File: src/rtl/strela_clock_gate_ctrl.sv
`default_nettype none
// ============================================================================
// Module  : strela_clock_gate_ctrl
// Brief   : Drives the enable of the STRELA fabric clock gate. It stops the
//           clock after a programmable idle window and restarts it on a wake
//           event or a bus access, then holds off ready for a settle window.
//           Sits in the always-on domain next to the gate cell.
// Revision: 1.0 - initial release
// ============================================================================
module strela_clock_gate_ctrl #(
  parameter int IDLE_W      = 8,
  parameter int WAKE_CYCLES = 2,
  parameter int CNT_W       = 16
) (
  input  logic              clk_i,
  input  logic              rst_i,
  input  logic              auto_en_i,
  input  logic [IDLE_W-1:0] idle_thr_i,
  input  logic              busy_i,
  input  logic              wake_i,
  input  logic              req_i,
  output logic              ready_o,
  output logic              clk_en_o,
  output logic              gated_o,
  input  logic              clr_cnt_i,
  output logic [CNT_W-1:0]  gate_cnt_o
);

  typedef enum logic [1:0] {
    ST_RUN   = 2'd0,
    ST_COUNT = 2'd1,
    ST_GATED = 2'd2,
    ST_WAKE  = 2'd3
  } state_t;

  // Settle counter reload; WAKE counts this down to zero, inclusive.
  localparam logic [3:0] C_WAKE_LOAD = 4'(WAKE_CYCLES - 1);

  state_t              r_state;
  state_t              w_state_nx;
  logic [IDLE_W-1:0]   r_idle_cnt;
  logic [IDLE_W-1:0]   w_idle_nx;
  logic [3:0]          r_wake_cnt;
  logic [3:0]          w_wake_nx;
  logic [CNT_W-1:0]    r_gate_cnt;
  logic                w_gate_inc;
  logic                w_act;
  logic [IDLE_W-1:0]   w_thr_eff;
  logic                r_clk_en;
  logic                r_ready;
  logic                r_gated;

  assign w_act     = busy_i | req_i | wake_i;
  // A zero threshold would gate with no idle time at all; treat it as one.
  assign w_thr_eff = (idle_thr_i == '0) ? IDLE_W'(1) : idle_thr_i;

  // Next-state, counter updates and gating-episode strobe.
  always_comb begin
    w_state_nx = r_state;
    w_idle_nx  = r_idle_cnt;
    w_wake_nx  = r_wake_cnt;
    w_gate_inc = 1'b0;
    case (r_state)
      ST_RUN: begin
        if (auto_en_i && !w_act) begin
          w_state_nx = ST_COUNT;
          w_idle_nx  = IDLE_W'(1);
        end else begin
          w_idle_nx  = '0;
        end
      end
      ST_COUNT: begin
        if (w_act || !auto_en_i) begin
          w_state_nx = ST_RUN;
          w_idle_nx  = '0;
        end else if (r_idle_cnt >= w_thr_eff) begin
          w_state_nx = ST_GATED;
          w_idle_nx  = '0;
          w_gate_inc = 1'b1;
        end else if (r_idle_cnt != '1) begin
          w_idle_nx  = r_idle_cnt + IDLE_W'(1);
        end
      end
      ST_GATED: begin
        // busy_i originates in the stopped domain and is not trusted here.
        if (req_i || wake_i || !auto_en_i) begin
          w_state_nx = ST_WAKE;
          w_wake_nx  = C_WAKE_LOAD;
        end
      end
      ST_WAKE: begin
        // Settle window runs to completion regardless of further activity.
        if (r_wake_cnt == 4'd0) begin
          w_state_nx = ST_RUN;
        end else begin
          w_wake_nx  = r_wake_cnt - 4'd1;
        end
      end
      default: begin
        w_state_nx = ST_RUN;
        w_idle_nx  = '0;
        w_wake_nx  = '0;
      end
    endcase
  end

  // State and counter registers; outputs are flopped from the next state so
  // the gate enable comes straight from a flop and cannot glitch.
  always_ff @(posedge clk_i or posedge rst_i) begin
    if (rst_i) begin
      r_state    <= ST_RUN;
      r_idle_cnt <= '0;
      r_wake_cnt <= '0;
      r_clk_en   <= 1'b1;
      r_ready    <= 1'b1;
      r_gated    <= 1'b0;
    end else begin
      r_state    <= w_state_nx;
      r_idle_cnt <= w_idle_nx;
      r_wake_cnt <= w_wake_nx;
      r_clk_en   <= (w_state_nx != ST_GATED);
      r_ready    <= (w_state_nx == ST_RUN) || (w_state_nx == ST_COUNT);
      r_gated    <= (w_state_nx == ST_GATED);
    end
  end

  // Saturating gating-episode counter; clear wins over a same-cycle increment.
  always_ff @(posedge clk_i or posedge rst_i) begin
    if (rst_i) begin
      r_gate_cnt <= '0;
    end else if (clr_cnt_i) begin
      r_gate_cnt <= '0;
    end else if (w_gate_inc && (r_gate_cnt != '1)) begin
      r_gate_cnt <= r_gate_cnt + CNT_W'(1);
    end
  end

  assign clk_en_o   = r_clk_en;
  assign ready_o    = r_ready;
  assign gated_o    = r_gated;
  assign gate_cnt_o = r_gate_cnt;

endmodule
`default_nettype wire
File: config.mk
export PLATFORM = sky130hd
export DESIGN_NAME = strela_clock_gate_ctrl
export DESIGN_NICKNAME = d
export VERILOG_FILES = /design/src/rtl/strela_clock_gate_ctrl.sv
export SDC_FILE = /design/constraint.sdc
export NUM_CORES = 1
export LEC_CHECK = 0
export CAP_MARGIN = 40
export CORE_MARGIN = 10
export CORE_UTILIZATION = 30
export CTS_BUF_LIST = sky130_fd_sc_hd__clkbuf_2
export CTS_CLUSTER_SIZE = 20
export DETAILED_ROUTE_END_ITERATION = 10
export SLEW_MARGIN = 20
export SYNTH_ARGS = -nofsm -noshare
export SYNTH_HDL_FRONTEND = slang
export SYNTH_SLANG_ARGS = --single-unit
File: constraint.sdc
create_clock -name clk_i -period 2.95 [get_ports clk_i]
set_input_delay 0.4425 -clock clk_i [delete_from_list [all_inputs] [get_ports clk_i]]
set_output_delay 0.4425 -clock clk_i [all_outputs]
set_load 0.02 [all_outputs]
==> results of run 1 <==
[worst max-delay path, stage by stage]
cell and delay, ns:
clkdlybuf4s50_1 0.42, nor4_1 0.36, a41o_1 0.23, ha_1 0.22, and3_1 0.14, o21ai_1 0.20, a31oi_4 0.16, o21ai_2 0.49
mux2i_1 0.24, nor2_1 0.05
[cell families after synthesis]
family | count (synthesis)
flops | 33
mux | 1
simple gates | 87
compound gates | 67
buf+inv | 25
xor+xnor | 5
fa+ha+maj | 11
[through the flow]
step                      setup TNS, ns  cells   power, W
after floorplan                       0    229  0.0004948
after global placement                0    343  0.0005243
after detailed placement         -1.617    343  0.0005258
after CTS                             0    351  0.0007426
after global routing                  0    351  0.0007711
final                                 0    351  0.0007352
[final cells by class]
class	count	share of cell area, %
clock buffers	6	1.187
clock inverters	2	0.3956
inverters	19	2.819
multi-input cells	171	43.77
flip-flops and latches	33	32.74
well taps	80	3.956
repair buffers	40	15.13
[how the worst min path moves through the flow]
stage                        from        endpoint  slack (ns)  cells past startpoint
CTS                         rst_i   gate_cnt_o[9]        0.44                      3
global route                rst_i   gate_cnt_o[6]        0.48                      3
detailed placement  r_wake_cnt[1]   r_wake_cnt[1]        0.51                      2
floorplan           r_wake_cnt[1]   r_wake_cnt[1]        0.47                      2
global placement    r_wake_cnt[1]   r_wake_cnt[1]        0.50                      2
finish                      rst_i  gate_cnt_o[10]        0.42                      3
[power groups by stage]
stage               clock [W]  sequential [W]  combinational, W
detailed placement          0        0.000466         0.0000603
global placement            0        0.000465         0.0000589
global route         0.000247        0.000458         0.0000664
CTS                  0.000225        0.000457         0.0000606
finish               0.000219        0.000457         0.0000589
floorplan                   0        0.000464         0.0000306
[per-layer routing]
layer	vias to the layer above	wire (um)	global-route usage [%]
met5	-	0	0
met4	0	87	4.338
met3	7	203	2.346
met2	30	2251	15.31
met1	865	2567	13.70
li1	933	-	-
[registers in the layout, indices dropped and copies added, names as in the netlist]
name / count
r_wake_cnt: 4
r_state: 2
gated_o: 1
clk_en_o: 1
ready_o: 1
r_idle_cnt: 8
gate_cnt_o: 16
[cell usage after synthesis, types with 2 or more instances]
cell      number  area share [%]
ha_1          11             6.7
o22ai_1        2            0.61
buf_2          2            0.49
inv_1         18             3.3
nand3_1       13             3.2
a211oi_1       2            0.73
o31ai_1        8             2.9
nor3_1         5             1.2
or3_1          2            0.61
dfstp_2        2             2.6
xor2_1         5             2.1
o211ai_1       4             1.5
nor2_1        24             4.4
a31oi_1        6             1.8
a21o_1         3             1.1
nand2_1       17             3.1
dfrtp_1       31              38
o21ai_0        9             2.2
a21oi_1       19             4.6
nand4_1        7             2.1
or4_1          6             2.2
o21ai_2        3             1.3
==> metrics.md, run 1 <==
| Metric | Value |
|---|---|
| Status | `finished, final reports clean` |
| Sequential group share of total power | `a little over 60%` |
| I/O Buffers | `33` |
| Routability cong. | `~0.81` |
| Count of final setup violators | `0` |
| Design area | `around 0.0025 mm^2` |
| Final Cycle Share | `between 90% and 100%` |
| P_sw | `between 0.00015 and 0.0002 W` |
| Seq/Total Area, Yosys | `40.42%` |
| FF/Latch Area | `828.3 um^2` |
| Critical Path AT | `between 2 and 3 ns` |
| Syn Inst Count | `229` |
| TritonCTS buffer count | `5` |
| FF-to-FF path depth | `7` |
| Crit Path Max Fanout | `14` |
| Clock Tree Buf Depth | `2` |
| R2r endpoint | `gate_cnt_o[9]` |
| Hold_buf cts | `0` |
| Post-route DRC | `0` |
| XOR/XNOR share of the synthesized area | `2.137%` |
| Clock power frac | `between 20% and 30%` |
| Worst hold path class | `input port to async pin` |
| Register-to-register setup slack | `a little under 0.7 ns` |
| CTS Root Cell | `clkbuf_2` |
| Complex-gate fraction of the synthesized area | `between 20% and 30%` |
| Final antenna-violating net count | `0` |
| Dominant synthesized flop cell | `dfrtp_1` |
| Util after Layout | `between 30% and 40%` |
| Largest family of logic cells by synthesized area | `simple AND/OR/NAND/NOR gates` |
| CP Launch Type | `input port` |
| EDFF count, synth | `0` |
| Rows | `30` |
| Initial antenna violation count | `0` |
| Syn Area/Cell | `a little under 9 um^2` |
| CTS tree | `yes` |
| FFs w/ async S/R, synth | `100.0%` |
| Crit path launch | `idle_thr_i[2]` |
| Place WS | `-0.1843 ns` |
| # IOs | `34` |
| Area grow syn2layout | `23.44%` |
| Max-cap viol count | `0` |
| Fill cells | `686` |
| Synthesized area | `just over 0.002 mm^2` |
| Diodes inserted | `0` |
| Combinational Power Share | `around 8%` |
| Post-CTS setup buffer count | `0` |
| Worst Max-Slew Pin Slew | `0.6317 ns` |
| Final hold slack | `approximately 0.42 ns` |
| Yosys warns | `0` |
| Placed Area | `0.002490 mm^2` |
| Most frequent cells in the layout | `clkdlybuf4s50_1, dfrtp_1, nor2_1, a21oi_1, inv_1` |
| Die area | `0.01054 mm^2` |
| Vias after detailed routing | `1835` |
| Total wire length | `around 5 mm` |
| Dpl hpwl | `around 3.9 mm` |
| GR Overflow Total | `0` |
| Tmin final | `between 2 and 3 ns` |
| Tot GR Track Use | `around a tenth` |
| Layout cells sized above 1 | `9.963%` |
| Die H | `102.7 um` |
| First-pass GRT wire length | `~8.6 mm` |
| Clock Latency Late Sink | `about 0.38 ns` |
| Worst setup path endpoint | `gate_cnt_o[1]` |
| FF-to-FF Start | `r_idle_cnt[2]` |
| DRT iter0 DRCs | `64` |
| Synth Area in Adders | `under 10%` |
| Wire per inst | `14.56 um` |
| Largest net degree at the start of global routing | `34` |
| PostCTS Resize Cnt | `0` |
| Max_slew headroom | `57.75%` |
| CTS Sinks | `33` |
| Vias per cell | `5.228` |
| Crit Path Class | `input port to register` |
| Count of final max-slew check failures | `0` |
| Core Region | `around 0.0067 mm^2` |
| Final WS setup | `0.2568 ns` |
| LEAKAGE | `between 1 and 1.5 nW` |
| Maximum vdd drop | `just over 0.09 mV` |
| Post-synth net total | `~260` |
| Final net count | `296` |
| Starting Density | `between 30% and 40%` |
| Number of synthesized register bits | `33` |
| Fin Clk Skew | `0.009621 ns` |
| Area of the multi-input gates | `roughly 0.0011 mm^2` |
| Setup crit end kind | `register` |
| Simple-Gate Fraction of Synth Area | `between 20% and 30%` |
| Die X-Extent | `just over 100 um` |
| Switching part of the total | `between 20% and 30%` |
| H-tree depth reported by CTS | `2` |
| Mux share of post-synthesis cell area | `less than 1%` |
| Highest Clock Rate | `around 0.37 GHz` |
| Drt first pass iters | `4` |
| Most common cell after layout, fill and taps aside | `clkdlybuf4s50_1` |
| Vias in the first global route | `1808` |
| RSZ-0062 raised after global routing | `false` |
| Pwr Density | `approximately 290 mW/mm^2` |
| P_int | `between 0.0005 and 0.0006 W` |
| Final Hold Fails | `0` |
| CP required | `approximately 3.2 ns` |
| Synth unique cells | `52` |
| CTS clk-pin slew, worst paths | `roughly 0.18 ns` |
Note: power is estimated with default switching activity, not from simulation.
==> run 2, diff against run 1 <==
--- a/config.mk
+++ b/config.mk
@@ -11,7 +11,8 @@
 export CTS_BUF_LIST = sky130_fd_sc_hd__clkbuf_2
 export CTS_CLUSTER_SIZE = 20
 export DETAILED_ROUTE_END_ITERATION = 10
-export SLEW_MARGIN = 20
+export SKIP_CTS_REPAIR_TIMING = 1
+export SLEW_MARGIN = 40
 export SYNTH_ARGS = -nofsm -noshare
 export SYNTH_HDL_FRONTEND = slang
 export SYNTH_SLANG_ARGS = --single-unit
==> results of run 2 <==
The final DEF is identical to that of run 1; final timing and power are the same.
==> run 3, diff against run 2 <==
==> constraint.sdc (replaced) <==
create_clock -name clk_i -period 2.3 [get_ports clk_i]
set_input_delay 0.345 -clock clk_i [delete_from_list [all_inputs] [get_ports clk_i]]
set_output_delay 0.345 -clock clk_i [all_outputs]
set_load 0.02 [all_outputs]
==> run 3 against run 2 <==
- sequential share of layout area decreased by 3.3 points
- largest power group unchanged
- first-iteration DRC count grew 50%
- non-clock buffer count up 19
- clock power grew 23%
- die area did not move
- highest routed layer unchanged
- final cell count rose by 5.7%
- critical endpoint is now gate_cnt_o[7]
- clock-buffer cell count down 1
- largest cell class unchanged
- wire length rose by 4.8%
==> metrics.md, run 3 (synthesized netlist as in run 1, its figures left out) <==
| Metric | Value |
|---|---|
| Pwr Density | `337.6 mW/mm^2 (was 290.6 mW/mm^2)` |
| P_sw | `0.0002532 W (was 0.0001932 W)` |
| Area grow syn2layout | `37.48% (was 23.44%)` |
| First-pass GRT wire length | `8.645 mm (was 8.638 mm)` |
| Worst hold path class | `input port to async pin (unchanged)` |
| CP max stage cell | `or4_4 (was o21ai_2)` |
| CP most frequent cell | `o21ai_4` |
| # IOs | `34 (unchanged)` |
| Post-route DRC | `0 (unchanged)` |
| Maximum vdd drop | `0.1276 mV (was 0.09248 mV)` |
| LEAKAGE | `1.217 nW (was 1.046 nW)` |
| Max-cap viol count | `0 (unchanged)` |
| Die area | `0.01054 mm^2 (unchanged)` |
| Tmin final | `around 2.2 ns` |
| Crit path cell chain | `clkdlybuf4s50_1 -> a41o_1 -> ha_4 -> and3_4 -> o21ai_4 -> a31oi_4 -> o21ai_4 -> or4_4 -> a21oi_2 (was clkdlybuf4s50_1 -> nor4_1 -> a41o_1 -> ha_1 -> and3_1 -> o21ai_1 -> a31oi_4 -> o21ai_2 -> mux2i_1 -> nor2_1)` |
| Clock Latency Late Sink | `0.39 ns (was 0.38 ns)` |
| TritonCTS buffer count | `5 (unchanged)` |
| Drt first pass iters | `4 (unchanged)` |
| Setup crit end kind | `register (unchanged)` |
| Final net count | `316 (was 296)` |
| Worst Max-Slew Pin Slew | `0.6745 ns (was 0.6317 ns)` |
| Tot Pwr | `0.0009512 W (was 0.0007352 W)` |
| Final antenna-violating net count | `0 (unchanged)` |
| Clock Tree Buf Depth | `2 (unchanged)` |
| CP required | `2.61 ns (was 3.21 ns)` |
| Rows | `30 (unchanged)` |
| CTS clk-pin slew, worst paths | `0.18 ns (about the same)` |
| Register-to-register setup slack | `0.10 ns (was 0.68 ns)` |
| GR Overflow Total | `0 (unchanged)` |
| Crit Path Class | `input port to register (unchanged)` |
| Vias after detailed routing | `1928 (was 1835)` |
| Combinational Power Share | `10.1% (was 8.0%)` |
| Fin Clk Skew | `0.01770 ns (was 0.009621 ns)` |
| Status | `finished, final reports clean (unchanged)` |
| Crit-path max cell delay | `0.54 ns (was 0.49 ns)` |
| Sequential group share of total power | `61.7% (was 62.2%)` |
| Max_slew headroom | `54.89% (was 57.75%)` |
| Switching part of the total | `26.62% (was 26.28%)` |
| CTS tree | `yes (unchanged)` |
| Starting Density | `30.50% (unchanged)` |
| Highest Clock Rate | `0.4496 GHz` |
| Most common cell after layout, fill and taps aside | `dfrtp_1 (was clkdlybuf4s50_1)` |
| Crit Path Max Fanout | `5 (was 14)` |
| H-tree depth reported by CTS | `2 (unchanged)` |
| Placed Area | `0.002603 mm^2 (was 0.002490 mm^2)` |
| CP Launch Type | `input port (unchanged)` |
| Routability cong. | `0.7742 (was 0.8079)` |
| DRT iter0 DRCs | `96 (was 64)` |
| Core Region | `0.006719 mm^2 (unchanged)` |
| CTS Root Cell | `clkbuf_2 (unchanged)` |
| Total wire length | `5.352 mm (was 5.109 mm)` |
| Initial antenna violation count | `0 (unchanged)` |
| Max reg flops | `16 (unchanged)` |
| Critical Path AT | `2.53 ns (was 2.96 ns)` |
| Clock power frac | `28.2% (was 29.8%)` |
| Die X-Extent | `102.7 um (unchanged)` |
| Final Hold Fails | `0 (unchanged)` |
| Diodes inserted | `0 (unchanged)` |
| Count of final max-slew check failures | `0 (unchanged)` |
| Vias in the first global route | `1803 (was 1808)` |
| Final Cycle Share | `around 97%` |
| Layout cells sized above 1 | `20.62% (was 9.963%)` |
| CTS Sinks | `33 (unchanged)` |
| Setup TNS | `0 ns (unchanged)` |
| Largest net degree at the start of global routing | `34 (unchanged)` |
| Most frequent cells in the layout | `dfrtp_1, clkdlybuf4s50_1, buf_4, nor2_1 (was clkdlybuf4s50_1, dfrtp_1, nor2_1, a21oi_1, inv_1)` |
| P_int | `0.0006980 W (was 0.0005420 W)` |
| Tot GR Track Use | `10.32% (was 10.21%)` |
| Wire per inst | `14.43 um (was 14.56 um)` |
| Count of final setup violators | `0 (unchanged)` |
| RSZ-0062 raised after global routing | `true (was false)` |
| Design area | `0.002818 mm^2 (was 0.002530 mm^2)` |
| Die H | `102.7 um (unchanged)` |
| Vias per cell | `5.197 (was 5.228)` |
| I/O Buffers | `33 (unchanged)` |
| Dpl hpwl | `3.855 mm (was 3.865 mm)` |
==> run 3: changes by cell type in the layout (fill, tap and decap cells not counted), sizes merged <==
cell           before  now
clkbuf              6    5
clkinv              3    4
dlymetal6s2s        0    7
o21ai              13   14
buf                 7   26
clkdlybuf4s50      33   26
==> run 3: worst max-delay path, delay by kind of cell <==
| family | cells | cell delay, ns |
|---|---|---|
| buffers and inverters | 1 | 0.39 |
| AO/OA/AOI/OAI | 5 | 0.81 |
| AND/OR/NAND/NOR | 2 | 0.71 |
| adder cells (fa/ha/maj) | 1 | 0.27 |
==> run 3: metrics by stage <==
stage | cells | setup slack (ns) | util [%] | hold slack (ns)
global route | 371 | -0.02274 | 41.94 | 0.3452
CTS | 366 | -0.1596 | 39.29 | 0.3274
global placement | 358 | -0.5522 | 38.73 | 0.4923
finish | 371 | 0.07586 | 41.94 | 0.3230
floorplan | 229 | 0.01885 | - | 0.4686
detailed placement | 358 | -0.5816 | 38.73 | 0.5163
==> run 3: area by class of cell <==
type                    instances  area [um^2]
fillers                       664         3901
multi-input cells             172         1224
flip-flops and latches         33        829.5
repair buffers                 59        555.5
well taps                      80        100.1
inverters                      19        71.32
clock buffers                   5        25.02
clock inverters                 3        12.51
==> run 3: per-layer routing <==
layer	vias to the layer above	track usage [%]	routed length, um
met5	-	0	0
met4	0	3.579	70
met3	7	2.681	327
met2	43	15.60	2372
met1	910	13.85	2581
li1	968	-	-
==> run 3: final timing paths <==
kind | cells after the start | from | end
min in group clk_i | 1 | r_wake_cnt[0] | r_wake_cnt[0]
worst max-delay path | 9 | idle_thr_i[0] | gate_cnt_o[7]
worst min-delay path | 3 | rst_i | gated_o
worst max register to register | 7 | r_idle_cnt[1] | gate_cnt_o[7]
worst min register to register | 1 | r_wake_cnt[0] | r_wake_cnt[0]
max in group asynchronous | 3 | rst_i | r_idle_cnt[1]
==> run 3: power groups by stage <==
stage | clock, W | sequential (W) | combinational (W)
after global routing | 0.000312 | 0.000587 | 0.000109
after global placement | 0 | 0.000597 | 0.0000853
after floorplan | 0 | 0.000595 | 0.0000392
after detailed placement | 0 | 0.000597 | 0.0000878
final | 0.000269 | 0.000587 | 0.0000961
after CTS | 0.000283 | 0.000587 | 0.0000879
